[config.mk]
export PLATFORM = sky130hd
export DESIGN_NAME = nabp_sinogram_arbiter
export DESIGN_NICKNAME = d
export VERILOG_FILES = /design/src/rtl/nabp_pkg.sv /design/src/rtl/nabp_rr_arbiter.sv /design/src/rtl/nabp_sinogram_arbiter.sv
export SDC_FILE = /design/constraint.sdc
export NUM_CORES = 1
export LEC_CHECK = 0
export ABC_AREA = 1
export CAP_MARGIN = 20
export CORE_AREA = 2 2 74 76
export CTS_BUF_LIST = sky130_fd_sc_hd__clkbuf_16
export DETAILED_ROUTE_END_ITERATION = 7
export DIE_AREA = 0 0 76 78
export PLACE_DENSITY = 0.91
export SYNTH_ARGS = -nofsm -noshare
export SYNTH_HDL_FRONTEND = slang
export SYNTH_SLANG_ARGS = --single-unit
[constraint.sdc]
create_clock -name clk -period 3.9 [get_ports clk]
set_clock_uncertainty 0.15 [all_clocks]
set_input_delay 0.39 -clock clk [delete_from_list [all_inputs] [get_ports clk]]
set_output_delay 0.39 -clock clk [all_outputs]
set_load 0.01 [all_outputs]
[src/rtl/nabp_pkg.sv]
// rtl/nabp_pkg.sv - shared NABP constants, channel index type and clog2 helper
package nabp_pkg;

  localparam int kDataLength            = 8;
  localparam int kSinogramAddressLength = 15;
  localparam int kMaxChannels           = 16;
  localparam int kChIdxLength           = 4;

  typedef logic [kChIdxLength-1:0] ch_idx_t;

  function automatic int clog2(input int n);
    int r;
    r = 0;
    for (int v = 1; v < n; v = v << 1) r++;
    return r;
  endfunction

endpackage

[src/rtl/nabp_rr_arbiter.sv]
// rtl/nabp_rr_arbiter.sv - round-robin one-hot grant with rotating priority pointer
module nabp_rr_arbiter
  import nabp_pkg::*;
#(
  parameter int NUM_CH = 4
) (
  input  logic              clk,
  input  logic              reset_n,
  input  logic              clear,
  input  logic              advance,
  input  logic [NUM_CH-1:0] req,
  output logic [NUM_CH-1:0] gnt,
  output ch_idx_t           gnt_idx
);

  ch_idx_t pointer;
  logic    found;

  // Two passes: channels at/after the pointer first, then the wrapped-around ones.
  always_comb begin
    gnt     = '0;
    gnt_idx = '0;
    found   = 1'b0;
    for (int j = 0; j < NUM_CH; j++) begin
      if (advance && !found && req[j] && (ch_idx_t'(j) >= pointer)) begin
        gnt[j]  = 1'b1;
        gnt_idx = ch_idx_t'(j);
        found   = 1'b1;
      end
    end
    for (int j = 0; j < NUM_CH; j++) begin
      if (advance && !found && req[j] && (ch_idx_t'(j) < pointer)) begin
        gnt[j]  = 1'b1;
        gnt_idx = ch_idx_t'(j);
        found   = 1'b1;
      end
    end
  end

  always_ff @(posedge clk or posedge reset_n) begin
    if (reset_n) begin
      pointer <= '0;
    end else if (clear) begin
      pointer <= '0;
    end else if (found) begin
      pointer <= (gnt_idx == ch_idx_t'(NUM_CH - 1)) ? '0 : gnt_idx + 1'b1;
    end
  end

endmodule

[src/rtl/nabp_sinogram_arbiter.sv]
// rtl/nabp_sinogram_arbiter.sv - shares one sinogram RAM read port among NABP channels
module nabp_sinogram_arbiter
  import nabp_pkg::*;
#(
  parameter int NUM_CH  = 4,
  parameter int ADDR_W  = kSinogramAddressLength,
  parameter int DATA_W  = kDataLength,
  parameter int RAM_LAT = 1
) (
  input  logic                     clk,
  input  logic                     reset_n,
  input  logic                     flush,
  input  logic [NUM_CH-1:0]        ch_req,
  input  logic [NUM_CH*ADDR_W-1:0] ch_addr,
  output logic [NUM_CH-1:0]        ch_gnt,
  output logic [NUM_CH-1:0]        ch_rvalid,
  output logic [DATA_W-1:0]        ch_rdata,
  output logic [ADDR_W-1:0]        sg_addr,
  input  logic [DATA_W-1:0]        sg_val,
  output logic                     busy
);

  localparam int IDX_W  = clog2(NUM_CH);
  localparam int STAGES = RAM_LAT + 1;

  typedef struct packed {
    logic             valid;
    logic [IDX_W-1:0] idx;
  } tag_t;

  tag_t              tag_pipe [STAGES];
  ch_idx_t           gnt_idx;
  logic              transfer;
  logic              inflight;
  logic [ADDR_W-1:0] win_addr;

  nabp_rr_arbiter #(.NUM_CH(NUM_CH)) u_arb (
    .clk     (clk),
    .reset_n (reset_n),
    .clear   (flush),
    .advance (~flush & ~reset_n),
    .req     (ch_req),
    .gnt     (ch_gnt),
    .gnt_idx (gnt_idx)
  );

  assign transfer = |ch_gnt;
  assign win_addr = ch_addr[int'(gnt_idx)*ADDR_W +: ADDR_W];

  // Tag stage s is visible one cycle after the address plus s; the last stage lines up with sg_val.
  always_ff @(posedge clk or posedge reset_n) begin
    if (reset_n) begin
      sg_addr   <= '0;
      ch_rvalid <= '0;
      ch_rdata  <= '0;
      for (int s = 0; s < STAGES; s++) tag_pipe[s] <= '0;
    end else begin
      if (transfer) sg_addr <= win_addr;
      ch_rvalid <= '0;
      if (flush) begin
        for (int s = 0; s < STAGES; s++) tag_pipe[s].valid <= 1'b0;
      end else begin
        tag_pipe[0].valid <= transfer;
        tag_pipe[0].idx   <= gnt_idx[IDX_W-1:0];
        for (int s = 1; s < STAGES; s++) tag_pipe[s] <= tag_pipe[s-1];
        if (tag_pipe[STAGES-1].valid) begin
          ch_rvalid[tag_pipe[STAGES-1].idx] <= 1'b1;
          ch_rdata                          <= sg_val;
        end
      end
    end
  end

  always_comb begin
    inflight = 1'b0;
    for (int s = 0; s < STAGES; s++) inflight |= tag_pipe[s].valid;
  end

  assign busy = (|ch_req) | inflight | (|ch_rvalid);

endmodule

* Yosys cells after proc, flatten, opt, wreduce, memory -nomap -nowiden
Cells that the tools add are included.
Word-level totals: register bits 37, output and inout bits 32, memories kept 0, logic and storage cells 95, memory bits (read-only) 0, memory bits (writable) 0, bits of input ports 75, latch bits 0
Operators by class: equal/unequal tests 1, multiply operators 1, reduce and logical (&&, ||, !) cells 36, mux-type cells 31, divide/modulo/power cells 0, bitwise logic cells 6, shifts and indexed selects 1, magnitude comparators 10, $add $sub $neg 1
Operators by type and width (count):
- $shiftx 60x9->15 | 1
- $logic_and 1x1->1 | 24
- $mux 4 | 5
- $mux 1 | 19
- $mux 2 | 6
- $reduce_or 4->1 | 3
- $ge 1x4->1 const A | 2
- $ge 2x4->1 const A | 2
- $lt 1x4->1 const A | 2
- $lt 2x4->1 const A | 2
- $mul 4x4->8 const B | 1
- $logic_not 1->1 | 7
- $add 2x1->3 const B | 1
- $lt 2x3->1 const B | 1
- $or 1x1->1 | 3
- $demux 1 s2 | 1
- $eq 2x2->1 const B | 1
- $ge 2x1->1 const B | 1
- $not 1->1 | 2
- $reduce_and 2->1 | 1
- $reduce_bool 2->1 | 1
- $and 1x1->1 | 1

* Depth between registers and ports, before layout
Gate-level depths: netlist of run 1.
depth in word-level cells 44, depth in mapped cells 15, mapped depth without buffers 14

* Hierarchy
A second synthesis of run 1 with hierarchy kept.
Second synthesis, totals: cell total of the unflattened synthesis 369, area total of the unflattened synthesis 2352.3 µm²
Modules (own cells, without submodules):
- nabp_sinogram_arbiter | instances 1, seq. area each 825.8 µm², cells an instance 317, area an instance 2030.7 µm²
- nabp_rr_arbiter | instances 1, seq. area each 50.0 µm², cells an instance 52, area an instance 321.6 µm²

* Worst setup path before layout of run 1
Ideal clock, no wire load.
path kind input -> output, from input port flush, to output port ch_gnt[1], cell stages on the path 7, arrival 1.267 ns, slack 2.093 ns, required time 3.360 ns, buffers on the path 1, cell sequence nor2_4 nand3_2 nand3_4 nor2_4 nand3_2 buf_2 nand2_1
On the way: longest elaborated chain between the ends 30
RTL lines:
- start: declaration | line nabp_sinogram_arbiter.sv:12 | input logic flush,
- $not 1->1 (no line) *
- $and 1x1->1 * | line nabp_sinogram_arbiter.sv:41 | .advance (~flush & ~reset_n),
- $logic_and 1x1->1 (2 in series) | line nabp_rr_arbiter.sv:25 | if (advance && !found && req[j] && (ch_idx_t'(j) >= pointer)) begin
- $mux 1 | line nabp_rr_arbiter.sv:25
- $logic_not 1->1 | line nabp_rr_arbiter.sv:25
- $logic_and 1x1->1 (3 in series) | line nabp_rr_arbiter.sv:25
- $mux 1 | line nabp_rr_arbiter.sv:25
- $logic_not 1->1 | line nabp_rr_arbiter.sv:25
- [... 5 more ...]
- $logic_and 1x1->1 (3 in series) | line nabp_rr_arbiter.sv:25
- $mux 1 | line nabp_rr_arbiter.sv:25
- $logic_not 1->1 | line nabp_rr_arbiter.sv:32 | if (advance && !found && req[j] && (ch_idx_t'(j) < pointer)) begin
- $logic_and 1x1->1 (3 in series) | line nabp_rr_arbiter.sv:32
- $mux 1 | line nabp_rr_arbiter.sv:32
- $logic_not 1->1 | line nabp_rr_arbiter.sv:32
- $logic_and 1x1->1 (3 in series) | line nabp_rr_arbiter.sv:32
- $mux 1 * | line nabp_rr_arbiter.sv:32
- end: declaration | line nabp_sinogram_arbiter.sv:15 | output logic [NUM_CH-1:0] ch_gnt,
Every way passes the cells marked *; elsewhere a longest branch is shown, timed or not.

* Worst setup path in the final report of run 1
from input port flush, to output port ch_gnt[2]
On the way: longest elaborated chain between the ends 35
RTL lines (line):
- $not 1->1 (no line) *
- $and 1x1->1 * | nabp_sinogram_arbiter.sv:41
- $logic_and 1x1->1 (2 in series) | nabp_rr_arbiter.sv:25
- $mux 1 | nabp_rr_arbiter.sv:25
- $logic_not 1->1 | nabp_rr_arbiter.sv:25
- $logic_and 1x1->1 (3 in series) | nabp_rr_arbiter.sv:25
- $mux 1 | nabp_rr_arbiter.sv:25
- $logic_not 1->1 | nabp_rr_arbiter.sv:25
- [... 10 more ...]
- $logic_and 1x1->1 (3 in series) | nabp_rr_arbiter.sv:32
- $mux 1 | nabp_rr_arbiter.sv:32
- $logic_not 1->1 | nabp_rr_arbiter.sv:32
- $logic_and 1x1->1 (3 in series) | nabp_rr_arbiter.sv:32
- $mux 1 | nabp_rr_arbiter.sv:32
- $logic_not 1->1 | nabp_rr_arbiter.sv:32
- $logic_and 1x1->1 (3 in series) | nabp_rr_arbiter.sv:32
- $mux 1 * | nabp_rr_arbiter.sv:32
Marked as above.

==> reports/metrics.cfg, run 1 <==
[global_route]
grt_pass1_vias=2293
antenna_found_initial=0
grt_start_max_net_pins=33
grt_pass1_wl_mm=10.61
grt-ovfl-total=0
grt_usage=0.2224

[clock_tree]
htree_levels=2
clock_latency_ps=270
cts_sinks=35
clk_path_buf_depth=2
clock-root-buffer=clkbuf_16
ctsHoldBuffers=0
cts_resized=0
cts_buffers=5
cts.reportedPaths.clkPinSlew_ps=50
post_cts.repair.setup_buffers=0
cts_tree=built

[flow_run]
max_cap_violations=0

[logic_synthesis]
syn_area_mm2=0.002256
yosysUniqueCellTypes=23
synth_seq_cells=35
synth_nets=396
syn-mean-instance-area_um2=7.028
synth_seq_area_share=0.3882
syn_inst=321
ys_warn_count=0

[worst_setup_path]
reg2reg_setup_slack_ps=1580
reg2reg_depth=12
cp.arrival_ps=2280
crit_chain=clkdlybuf4s50_1 -> nor2_4 -> nand2_2 -> nand3_4 -> nor2_4 -> nand4_1 -> o21ai_0 -> clkdlybuf4s50_1
r2r-start=u_arb.pointer[1]$_DFFE_PP0P_
cpPeakStageDelay_ps=590
critical_path_class=input port to primary output
end_kind=primary output
cp_slowest_cell=clkdlybuf4s50_1
required_ps=3360
cp_max_fo=6
timing.rr.end=sg_addr[2]$_DFFE_PP0P_
worst_setup_path_start_kind=input port

[finish]
fill_cells=418
fin_area_mm2=0.003448
nNetsFinal=497
fin_util=0.6839
areaGrowthSynthToFinish_pct=52.86
drive_above_1_share=0.07801
antenna_cells=0

[timing]
maxSlewHeadroom=0.5433
hold_viol_final=0
post-route-period-util=0.7243
max_freq_mhz=354.0
worst_pin_slew_ps=685.0
rsz0062_at_grt=no
setup-violations-final=0
tns_ps=0
maxSlewViolCount=0
period_minus_slack_ps=2825

[route]
vias_per_cell=4.751
routed_wl_mm=6.300
drt_iter0_drc=121
ant_nets=0
remaining_drc_errors=0
post_drt_wl_per_cell_um=12.78
dr_total_vias=2342
drt-pass1-iter-count=4

[power]
p_leak_uw=0.001770
vdd_ir_drop_max_mv=0.2879
p_per_area_mw_per_mm2=410.4

[die]
design.core.area_mm2=0.005042
initial_core_util=0.4474
die_area_mm2=0.005928
row_count=26
die_h_um=78
ios=107
fp.dieW_um=76

[place]
post-dp-hpwl_mm=4.734
gp_congestion=0.8047
dpl_cell_area_mm2=0.003312
port_buffers=106

[hold_path]
worstHoldPathType=flip-flop to flip-flop
worstHoldPathCells=1
worstHoldStart=tag_pipe[0]$_DFFE_PP0N_
holdPathEnd=ch_rvalid[2]$_DFF_PP0_

[outcome]
outcome=completed

-- cells in the final DEF (no fill, tap or decap), drive strengths merged --
cell type      instances
clkinv                 3
nor3                   4
nand3                 53
inv                   46
nor4                   2
clkdlybuf4s50        106
nor2                  14
buf                    3
dfrtp                 35
nand4                  2
mux2                   8
clkbuf                 5
o21ai                  5
or2                    1
nand2                136
-- state kept, by name, indices dropped and copies added (netlist names) --
name and flops:
u_arb.pointer 2, sg_addr 15, ch_rvalid 4, ch_rdata 8
tag_pipe 6
-- layer usage --
layer,GRT usage,part of all wire,vias up
li1,-,-,1192
met1,0.2411,0.40,1056
met2,0.4152,0.52,88
met3,0.05814,0.066,6
met4,0.08545,0.015,0
met5,0,0,-
-- cell usage after synthesis --
master | number | share of area
clkbuf_1 | 1 | 0.0017
or2_1 | 1 | 0.0028
nor2_1 | 9 | 0.015
nand2_2 | 1 | 0.0028
nand3_2 | 2 | 0.0089
nand3_4 | 2 | 0.016
buf_4 | 4 | 0.013
buf_6 | 5 | 0.025
clkinv_4 | 1 | 0.0039
buf_2 | 5 | 0.011
nor2_4 | 5 | 0.025
nand4_1 | 2 | 0.0055
nor4_1 | 2 | 0.0055
nand2_1 | 133 | 0.22
nand3_1 | 49 | 0.11
mux2_2 | 8 | 0.040
nor3_1 | 4 | 0.0089
inv_1 | 41 | 0.068
nand2_4 | 2 | 0.010
dfrtp_1 | 35 | 0.39
o21ai_0 | 5 | 0.011
inv_4 | 1 | 0.0028
inv_2 | 3 | 0.0050
-- worst max-delay path by stage --
stage | start | endpoint | cells after the start
2_1_floorplan | flush | ch_gnt[1] | 7
3_3_place_gp | flush | ch_gnt[2] | 8
3_5_place_dp | flush | u_arb.pointer[1]$_DFFE_PP0P_ | 10
4_1_cts | flush | ch_gnt[2] | 8
5_1_grt | flush | ch_gnt[2] | 8
6_report | flush | ch_gnt[2] | 8
-- area by class of cell --
| type | instances | area [um^2] | share of cell area |
|---|---|---|---|
| clock buffer | 5 | 125.1 | 0.03628 |
| sequential | 35 | 875.8 | 0.2540 |
| clock inverter | 3 | 11.26 | 0.003266 |
| inverter | 46 | 180.2 | 0.05225 |
| timing repair buffer | 109 | 1084 | 0.3142 |
| multi-input combinational | 225 | 1085 | 0.3146 |
| tap | 70 | 87.58 | 0.02540 |
-- logic make-up (layout without fill, tap and decap cells) --
family | after synthesis | after routing | synth area share
DFF | 35 | 35 | 0.3882
AOI/OAI and AO/OA | 5 | 5 | 0.01109
buffers and inverters | 61 | 163 | 0.1309
and+or+nand+nor | 212 | 212 | 0.4298
muxes | 8 | 8 | 0.03994
-- power breakdown --
group / internal, uW / total [uW] / switching (uW)
Sequential: 453 / 507 / 53.5
Clock: 229 / 366 / 137
Combinational: 290 / 542 / 252
Total: 973 / 1420 / 443
-- critical path: cells and delay by family --
kind                   cells  cell delay, ps
buffers and inverters      2            1150
AND/OR/NAND/NOR            5             640
AO/OA/AOI/OAI              1             120
-- stage by stage --
| step | power [uW] | worst slack (ps) | instances | hold slack, ps |
|---|---|---|---|---|
| finish | 1415 | 1075 | 493 | 322.7 |
| global route | 1497 | 925.8 | 493 | 338.3 |
| CTS | 1426 | 1067 | 493 | 316.9 |
| detailed placement | 1056 | 963.5 | 485 | 303.7 |
| global placement | 1035 | 1100 | 485 | 290.8 |
| floorplan | 776.4 | 2093 | 321 | 282.1 |
Power figures use the tool's default switching activity.
==> run 2: changes to the inputs <==
--- a/config.mk
+++ b/config.mk
@@ -7,11 +7,11 @@
 export LEC_CHECK = 0
 export ABC_AREA = 1
 export CAP_MARGIN = 20
-export CORE_AREA = 2 2 74 76
+export CORE_AREA = 2 2 82 84
 export CTS_BUF_LIST = sky130_fd_sc_hd__clkbuf_16
 export DETAILED_ROUTE_END_ITERATION = 7
-export DIE_AREA = 0 0 76 78
-export PLACE_DENSITY = 0.91
+export DIE_AREA = 0 0 84 86
+export PLACE_DENSITY = 0.79
 export SYNTH_ARGS = -nofsm -noshare
 export SYNTH_HDL_FRONTEND = slang
 export SYNTH_SLANG_ARGS = --single-unit
==> constraint.sdc (replaced) <==
create_clock -name clk -period 2.4 [get_ports clk]
set_clock_uncertainty 0.15 [all_clocks]
set_input_delay 0.24 -clock clk [delete_from_list [all_inputs] [get_ports clk]]
set_output_delay 0.24 -clock clk [all_outputs]
set_load 0.01 [all_outputs]
==> run 2 against run 1 <==
Against the previous run: the run now ends with hold timing left; core utilization fell by 12 points; final cell count rose by 2.6%; critical endpoint is now ch_gnt[3]; highest routed layer unchanged; worst hold slack got worse by 330 ps; cell area rose by 2.3%; total power rose by 65%.
==> reports/metrics.cfg, run 2 (synthesis results as in run 1) <==
[power]
vdd_ir_drop_max_mv=0.3051
p_leak_uw=0.001829
p_per_area_mw_per_mm2=661.8

[die]
fp.dieW_um=84
ios=107
design.core.area_mm2=0.006277
die_area_mm2=0.007224
row_count=29
initial_core_util=0.3594
die_h_um=86

[timing]
fin_hold_ws_ps=-4.877
post-route-period-util=0.9665
maxSlewViolCount=0
maxSlewHeadroom=0.6864
setup-violations-final=0
period_minus_slack_ps=2320
worst_pin_slew_ps=470.4
hold_viol_final=5
max_freq_mhz=431.1
rsz0062_at_grt=no

[clock_tree]
clk_path_buf_depth=2
cts_sinks=35
post_cts.repair.setup_buffers=0
cts_tree=built
cts_buffers=5
ctsHoldBuffers=0
htree_levels=2
clock-root-buffer=clkbuf_16
cts.reportedPaths.clkPinSlew_ps=50
cts_resized=1
clock_latency_ps=270

[worst_setup_path]
cp_slowest_cell=clkdlybuf4s50_1
timing.rr.end=sg_addr[5]$_DFFE_PP0P_
cpPeakStageDelay_ps=560
cp_top_family=buffers and inverters
reg2reg_setup_slack_ps=380
critical_path_class=input port to primary output
worst_setup_path_start_kind=input port
cpMostUsedCell=nor2_4
cp.arrival_ps=1930
required_ps=2010
reg2reg_depth=13
critPathBufInv=4
r2r-start=u_arb.pointer[1]$_DFFE_PP0P_
crit_chain=clkdlybuf4s50_1 -> nor2_4 -> inv_2 -> nor2_4 -> inv_2 -> nor2_4 -> clkdlybuf4s50_1
cp_max_fo=6
end_kind=primary output

[finish]
areaGrowthSynthToFinish_pct=56.41
antenna_cells=0
fin_area_mm2=0.003528
layout_commonest_cell=nand2_1
drive_above_1_share=0.1002
largest_reg_flops=15
final_cell_mix=133 x nand2_1, 103 x clkdlybuf4s50_1, 49 x nand3_1
finalNonFillerCells=506
nNetsFinal=503
largest_registers=sg_addr x15, ch_rdata x8, tag_pipe x6
max_flop_register=sg_addr

[hold_path]
worstHoldPathType=input port to asynchronous set/reset pin

[place]
dpl_cell_area_mm2=0.003378
port_buffers=106
dpl.cell_count=498
post-dp-hpwl_mm=4.881
gp_congestion=0.8770

[route]
ant_nets=0
drt-pass1-iter-count=4
post_drt_wl_per_cell_um=12.57
dr_total_vias=2371
routed_wl_mm=6.360
remaining_drc_errors=0
vias_per_cell=4.686
drt_iter0_drc=136

[global_route]
grt_usage=0.1832
grt_pass1_wl_mm=10.78
grt-ovfl-total=0
grt_start_max_net_pins=36
grt_pass1_vias=2402
antenna_found_initial=0

[outcome]
violations=hold timing
outcome=finished with violations

[flow_run]
max_cap_violations=0

## run 2: power breakdown
group,internal (uW),total (uW),switching [uW]
sequential,737,818,81.8
combinational,483,886,403
clock,382,631,249
total,1600,2340,734
## run 2: final cells by class
| type | instances | area (um^2) |
|---|---|---|
| multi-input combinational | 225 | 1085 |
| tap | 77 | 96.34 |
| inverter | 46 | 180.2 |
| sequential | 35 | 877.1 |
| fill | 595 | 2749 |
| clock buffer | 5 | 125.1 |
| clock inverter | 3 | 20.02 |
| timing repair buffer | 115 | 1145 |
## run 2: per-stage QoR
stage               power [uW]    util  hold WS [ps]  setup TNS, ps  setup WS, ps
floorplan                 1262       -         155.3              0         657.8
global placement          1704  0.5382         292.0              0         42.30
detailed placement        1721  0.5382         299.3         -1.563        -1.563
CTS                       2362  0.5611         311.2              0         42.96
global route              2480  0.5621         64.57              0         17.05
finish                    2335  0.5621        -4.877              0         80.30
## run 2: worst max-delay path by stage
| stage | end | cells after the start | start |
|---|---|---|---|
| floorplan | sg_addr[0]$_DFFE_PP0P_ | 11 | u_arb.pointer[1]$_DFFE_PP0P_ |
| global placement | ch_gnt[2] | 8 | reset_n |
| detailed placement | ch_gnt[2] | 8 | reset_n |
| CTS | ch_gnt[1] | 8 | reset_n |
| global route | ch_gnt[3] | 7 | flush |
| finish | ch_gnt[3] | 7 | flush |
## run 2: worst min-delay path, stage by stage
cell	delay, ps
dlymetal6s2s_1	160
inv_1	60
buf_4	390
## run 2: layer usage
metal | GRT usage | up-vias | part of all wire
met2 | 0.3193 | 85 | 0.49
met4 | 0.05572 | 0 | 0.014
met3 | 0.04524 | 11 | 0.067
met1 | 0.2250 | 1074 | 0.43
li1 | - | 1201 | -
met5 | 0 | - | 0
